**src/rtl/music_box_state_play_recording.sv**
```systemverilog
// Playback path: streams recorded 8-bit samples out of SDRAM, one per sample_tick.
// Optional build macro PLAYBACK_LOOP_EN: wrap to address 0 forever instead of stopping.
module music_box_state_play_recording #(
  parameter int         SAMPLE_COUNT    = 110250,
  parameter logic [4:0] PLAY_STATE_CODE = 5'd5,
  parameter logic [7:0] IDLE_SAMPLE     = 8'd128
) (
  input  logic        clock_50Mhz,
  input  logic        reset,
  input  logic        sample_tick,
  input  logic [4:0]  mainState,
  output logic        stateComplete,
  output logic [7:0]  audio_sample,
  output logic        audio_sample_valid,
  output logic [31:0] debugString,
  output logic [24:0] sdram_inputAddress,
  output logic [15:0] sdram_writeData,
  input  logic [15:0] sdram_readData,
  output logic        sdram_isWriting,
  output logic        sdram_inputValid,
  input  logic        sdram_outputValid,
  input  logic        sdram_recievedCommand,
  input  logic        sdram_isBusy
);

  typedef enum logic [2:0] {
    S_IDLE,
    S_REQ,
    S_WAIT,
    S_HOLD,
    S_DONE
  } state_t;

  localparam logic [24:0] LAST_ADDR = 25'(SAMPLE_COUNT - 1);

  state_t      r_state;
  state_t      w_next;
  logic [24:0] r_read_address;
  logic [7:0]  r_prefetch;
  logic        r_prefetch_valid;
  logic [15:0] r_underrun;
  logic [7:0]  r_audio;
  logic        r_audio_valid;
  logic        r_req_valid;
  logic        r_stale;
`ifdef PLAYBACK_LOOP_EN
  logic [15:0] r_loops;
`endif

  logic w_play;
  logic w_last;
  logic w_consume;
  logic w_underrun;
  logic w_capture;
  logic w_accept;
  logic w_issue;
  logic w_abandon;
  logic w_unused;

  assign w_play     = (mainState == PLAY_STATE_CODE);
  assign w_last     = (r_read_address == LAST_ADDR);
  assign w_consume  = sample_tick && r_prefetch_valid
                      && (r_state == S_HOLD);
  assign w_underrun = sample_tick && !r_prefetch_valid
                      && (r_state != S_HOLD)
                      && (r_state != S_DONE);
  assign w_capture  = (r_state == S_WAIT) && sdram_outputValid
                      && !r_stale;
  assign w_accept   = (r_state == S_REQ) && r_req_valid
                      && sdram_recievedCommand;
  assign w_issue    = (r_state == S_REQ) && !r_req_valid
                      && !sdram_isBusy && !r_stale;
  // A read still in flight when play is dropped must not land later
  assign w_abandon  = !w_play
                      && (((r_state == S_WAIT) && !sdram_outputValid)
                          || w_accept);
  assign w_unused   = ^sdram_readData[15:8];

  always_ff @(posedge clock_50Mhz or posedge reset) begin
    if (reset) begin
      r_state <= S_IDLE;
    end else begin
      r_state <= w_next;
    end
  end

  always_comb begin
    w_next = r_state;
    if (!w_play) begin
      w_next = S_IDLE;
    end else begin
      case (r_state)
        S_IDLE: w_next = S_REQ;
        S_REQ: begin
          if (w_accept) w_next = S_WAIT;
        end
        S_WAIT: begin
          if (w_capture) w_next = S_HOLD;
        end
        S_HOLD: begin
          if (w_consume) begin
`ifdef PLAYBACK_LOOP_EN
            w_next = S_REQ;
`else
            w_next = w_last ? S_DONE : S_REQ;
`endif
          end
        end
        S_DONE:  w_next = S_DONE;
        default: w_next = S_IDLE;
      endcase
    end
  end

  always_ff @(posedge clock_50Mhz or posedge reset) begin
    if (reset) begin
      r_req_valid <= 1'b0;
    end else if (!w_play || w_accept) begin
      r_req_valid <= 1'b0;
    end else if (w_issue) begin
      r_req_valid <= 1'b1;
    end
  end

  always_ff @(posedge clock_50Mhz or posedge reset) begin
    if (reset) begin
      r_stale <= 1'b0;
    end else if (w_abandon) begin
      r_stale <= 1'b1;
    end else if (sdram_outputValid) begin
      r_stale <= 1'b0;
    end
  end

  always_ff @(posedge clock_50Mhz or posedge reset) begin
    if (reset) begin
      r_read_address   <= '0;
      r_prefetch       <= '0;
      r_prefetch_valid <= 1'b0;
      r_underrun       <= '0;
      r_audio          <= IDLE_SAMPLE;
      r_audio_valid    <= 1'b0;
`ifdef PLAYBACK_LOOP_EN
      r_loops          <= '0;
`endif
    end else if (!w_play) begin
      r_read_address   <= '0;
      r_prefetch_valid <= 1'b0;
      r_underrun       <= '0;
      r_audio          <= IDLE_SAMPLE;
      r_audio_valid    <= 1'b0;
`ifdef PLAYBACK_LOOP_EN
      r_loops          <= '0;
`endif
    end else begin
      r_audio_valid <= 1'b0;
      if (w_consume) begin
        r_audio          <= r_prefetch;
        r_audio_valid    <= 1'b1;
        r_prefetch_valid <= 1'b0;
`ifdef PLAYBACK_LOOP_EN
        if (w_last) begin
          r_read_address <= '0;
          r_loops        <= r_loops + 16'd1;
        end else begin
          r_read_address <= r_read_address + 25'd1;
        end
`else
        r_read_address <= r_read_address + 25'd1;
`endif
      end else if (w_underrun && (r_underrun != 16'hFFFF)) begin
        r_underrun <= r_underrun + 16'd1;
      end
      // Last sample plays a full period, then output returns to mid-scale
      if ((r_state == S_DONE) && sample_tick) begin
        r_audio <= IDLE_SAMPLE;
      end
      if (w_capture) begin
        r_prefetch       <= sdram_readData[7:0];
        r_prefetch_valid <= 1'b1;
      end
    end
  end

  assign stateComplete      = (r_state == S_DONE);
  assign audio_sample       = r_audio;
  assign audio_sample_valid = r_audio_valid;
  assign sdram_inputAddress = r_read_address;
  assign sdram_inputValid   = r_req_valid;
  assign sdram_writeData    = 16'd0;
  assign sdram_isWriting    = 1'b0;
`ifdef PLAYBACK_LOOP_EN
  assign debugString = {r_loops, r_read_address[15:0]};
`else
  assign debugString = {r_underrun, r_read_address[15:0]};
`endif

endmodule
```
**config.mk**
```make
export PLATFORM = sky130hd
export DESIGN_NAME = music_box_state_play_recording
export DESIGN_NICKNAME = d
export VERILOG_FILES = /design/src/rtl/music_box_state_play_recording.sv
export SDC_FILE = /design/constraint.sdc
export NUM_CORES = 1
export LEC_CHECK = 0
export BUFFER_PORTS_ARGS = -buffer_cell sky130_fd_sc_hd__buf_2
export CORE_ASPECT_RATIO = 1.75
export CORE_MARGIN = 4
export CORE_UTILIZATION = 25
export DETAILED_ROUTE_END_ITERATION = 8
export PLACE_DENSITY = 0.48
export RECOVER_POWER = 100
export SLEW_MARGIN = 20
export SYNTH_ARGS = -nofsm -noshare
export SYNTH_HDL_FRONTEND = slang
export SYNTH_SLANG_ARGS = --single-unit
```
**constraint.sdc**
```tcl
create_clock -name clock_50Mhz -period 2.15 [get_ports clock_50Mhz]
set_clock_uncertainty 0.1 [all_clocks]
set_input_delay 0.1075 -clock clock_50Mhz [delete_from_list [all_inputs] [get_ports clock_50Mhz]]
set_output_delay 0.1075 -clock clock_50Mhz [all_outputs]
set_load 0.05 [all_outputs]
```
==> run summary <==
Worst R2R Start: sdram_inputAddress[0]
CP arrival: 2.14 ns
Post-synth EDFFs: 0
Worst-path clk slew: 0.06 ns
Fillers: 1514
Post-DRT Antenna Nets: 0
Final HPWL DP: 7680 um
VDD IR-drop max: 336 uV
Yosys warnings: 0
Data required, critical path: 2.24 ns
Critical path class: flip-flop to flip-flop
Worst Tran Pin Value: 0.696 ns
ANT cells: 0
Mapped cell area: 3550 um^2
CTS tree: done
Area delta synth->final: 29.6%
Pin count of the biggest net entering global routing: 48
Crit end category: flip-flop
CORE AREA: 13900 um^2
Max-cap violation count: 0
Number of buffers added on ports: 86
Post-Route WL: 10700 um
CP startpoint kind: flip-flop
Pins Over Slew Limit: 0
Detailed-route DRC error count: 0
I/O pin total: 112
Initial DRC count: 97
Mapped Avg Cell Area: 9.62 um^2
Initial antenna violation count: 0
WHS Path Cells: 3
Placed insts: 633
Via count: 3260
Root Buffer: clkbuf_16
Top cell type's share of synthesized area: 0.444
Clock sink count: 64
HP Start: mainState[1]
Fmax: 489 MHz
Setup WS pre-CTS: -0.0369 ns
Hold Violations, Final: 0
Final std cells w/o fill: 667
Pwr/cell area: 599 nW/um^2
Seq/Total Area, Yosys: 0.452
CTS max path bufs: 2
Fin crit share: 0.952
Status: complete, no violations
Drt pass-1 iters: 4
Final #Nets: 515
Critical-path maximum fanout: 8
Vias/cell: 4.89
RSZ-0062 raised after global routing: no
Synth cell types: 55
Hold EP: r_underrun[11]
Min-delay worst type: input pin to flip-flop
Rows: 57
Async SR Flop Fraction: 1.00
Starting Density: 0.255
Final setup violating endpoints: 0
Drt wl/cell: 16.0 um
GPL Wtd Cong: 0.751
Area contributors post-synth: dfrtp_1, buf_4, a21oi_1, or4_1, o31ai_1
Die Ht: 166 um
Leak: 1.77 nW
Most used DFF post-synth: dfrtp_1
Number of global-route vias before repair: 3268
Worst reg2reg endpoint: sdram_inputAddress[24]
Die area: 16200 um^2
Fraction of layout cells with a size suffix above 1: 0.192
Total grt overflow: 0
Min Tclk post-route: 2.05 ns
Skew-Pair Late Insertion Delay: 0.33 ns
GRT Total Usage: 0.131
Htree depth: 3
#FFs+latches synth: 64
Relative slew slack: 0.536
R2R Setup Slk: 0.10 ns
Setup WS post-layout: 0.103 ns
Mapped Cells: 369
Die W: 98.1 um
First-pass GRT wire length: 16900 um
Num CTS Buffers: 9
Worst reg2reg path depth: 7
Cell accounting for the most synthesized area: dfrtp_1
## logic make-up (layout without fill, tap and decap cells)
group | count (synthesis) | count (layout) | share of synthesized area
compound gates | 83 | 83 | 0.149
fa+ha+maj | 3 | 3 | 0.0106
simple gates | 145 | 145 | 0.243
other cells | 1 | 17 | 0.00106
mux | 12 | 12 | 0.0367
xor+xnor | 6 | 6 | 0.0148
buf+inv | 55 | 160 | 0.0941
flops | 64 | 64 | 0.452
## power breakdown
group | internal [mW] | leakage (nW) | switching (mW) | total, mW
Sequential | 1.21 | 0.874 | 0.000994 | 1.21
Combinational | 0.0326 | 0.754 | 0.115 | 0.148
Clock | 0.873 | 0.139 | 0.528 | 1.40
Total | 2.11 | 1.77 | 0.644 | 2.76
## Yosys cell counts, drive strengths merged (4+ instances only)
library cell / number
dfrtp: 63
buf: 35
a21oi: 33
nand2: 28
or4: 19
or3: 16
o31ai: 15
nor2: 13
o21ai: 13
nand3: 12
nand4: 12
clkbuf: 11
inv: 9
mux2: 8
a22o: 7
and2: 7
nor4: 7
nor3: 6
mux2i: 4
xnor2: 4
## critical path, stage by stage, from the launching register on
cell and delay (ns):
dfrtp_2 0.37, ha_1 0.19, nand2_1 0.06, or4_4 0.59
buf_6 0.16, buf_4 0.14, o31ai_4 0.22, a21oi_2 0.07
## layer usage
metal / track usage / up-vias / wire, um
met3: 0.0286 / 18 / 499
li1: - / 1565 / -
met2: 0.242 / 99 / 5710
met5: 0 / - / 0
met1: 0.141 / 1578 / 4230
met4: 0.0549 / 0 / 267
## repair_timing
item | CTS | global route
buffers inserted | 0 | 7
hold buffers | 12 | 0
pin swaps | 0 | 2
endpoints found under the setup margin | 9 | 12
resized for setup | 2 | 13
hold endpoints to repair | 27 | 0
## sequential cells by signal (all words and copies together), names as in the netlist
| signal | count |
|---|---|
| r_underrun | 16 |
| audio_sample | 8 |
| sdram_inputAddress | 25 |
| r_state | 3 |
| r_prefetch_valid | 1 |
| r_stale | 1 |
| sdram_inputValid | 1 |
| audio_sample_valid | 1 |
| r_prefetch | 8 |
## layout make-up
| class | instances | area, um^2 | share of cell area |
|---|---|---|---|
| flip-flops and latches | 64 | 1620 | 0.351 |
| well taps | 177 | 221 | 0.0481 |
| repair buffers | 135 | 739 | 0.161 |
| inverters | 9 | 33.8 | 0.00734 |
| multi-input cells | 266 | 1700 | 0.370 |
| clock inverters | 2 | 12.5 | 0.00272 |
| clock buffers | 14 | 274 | 0.0596 |
## cell usage in the layout (no fill, tap or decap), types with 3 or more instances in the layout
cell	n
ha_1	3
buf_4	24
conb_1	17
clkbuf_8	3
inv_1	8
or3_1	16
buf_2	18
clkbuf_16	9
mux2i_1	4
dfrtp_2	10
nand2b_1	3
xnor2_1	4
mux2_2	8
nor3_1	6
and3_1	3
nor2_1	13
and4_1	3
a21oi_1	32
o31ai_1	13
dlygate4sd3_1	12
or4_1	18
nand3_1	12
nand4_1	12
and2_1	6
clkbuf_1	75
dfrtp_1	53
nor4_1	7
nand2_1	28
o21ai_0	13
clkbuf_4	3
a22o_1	7
## worst max path at each step
stage,start,endpoint,slack (ns),cells after the start
6_report,sdram_inputAddress[0],sdram_inputAddress[24],0.10,7
5_1_grt,sdram_inputAddress[0],sdram_inputAddress[22],0.01,7
4_1_cts,r_state[2],sdram_inputAddress[16],0.006,5
3_5_place_dp,r_state[0],audio_sample[6],-0.04,5
3_3_place_gp,r_state[0],audio_sample[6],0.02,5
2_1_floorplan,sdram_inputAddress[12],sdram_inputAddress[24],0.01,5
## metrics by stage
stage | cell area (um^2) | total power, mW | setup TNS (ns) | hold slack [ns] | utilization
after floorplan | 3620 | 1.35 | 0 | 0.0990 | -
after global routing | 4600 | 2.86 | 0 | 0.0308 | 0.331
after CTS | 4640 | 2.80 | 0 | 0.000428 | 0.334
final | 4600 | 2.76 | 0 | 0.0118 | 0.331
after global placement | 4230 | 1.36 | 0 | 0.0160 | 0.304
after detailed placement | 4230 | 1.36 | -0.229 | 0.0200 | 0.304
(Power assumes the default switching activity.)
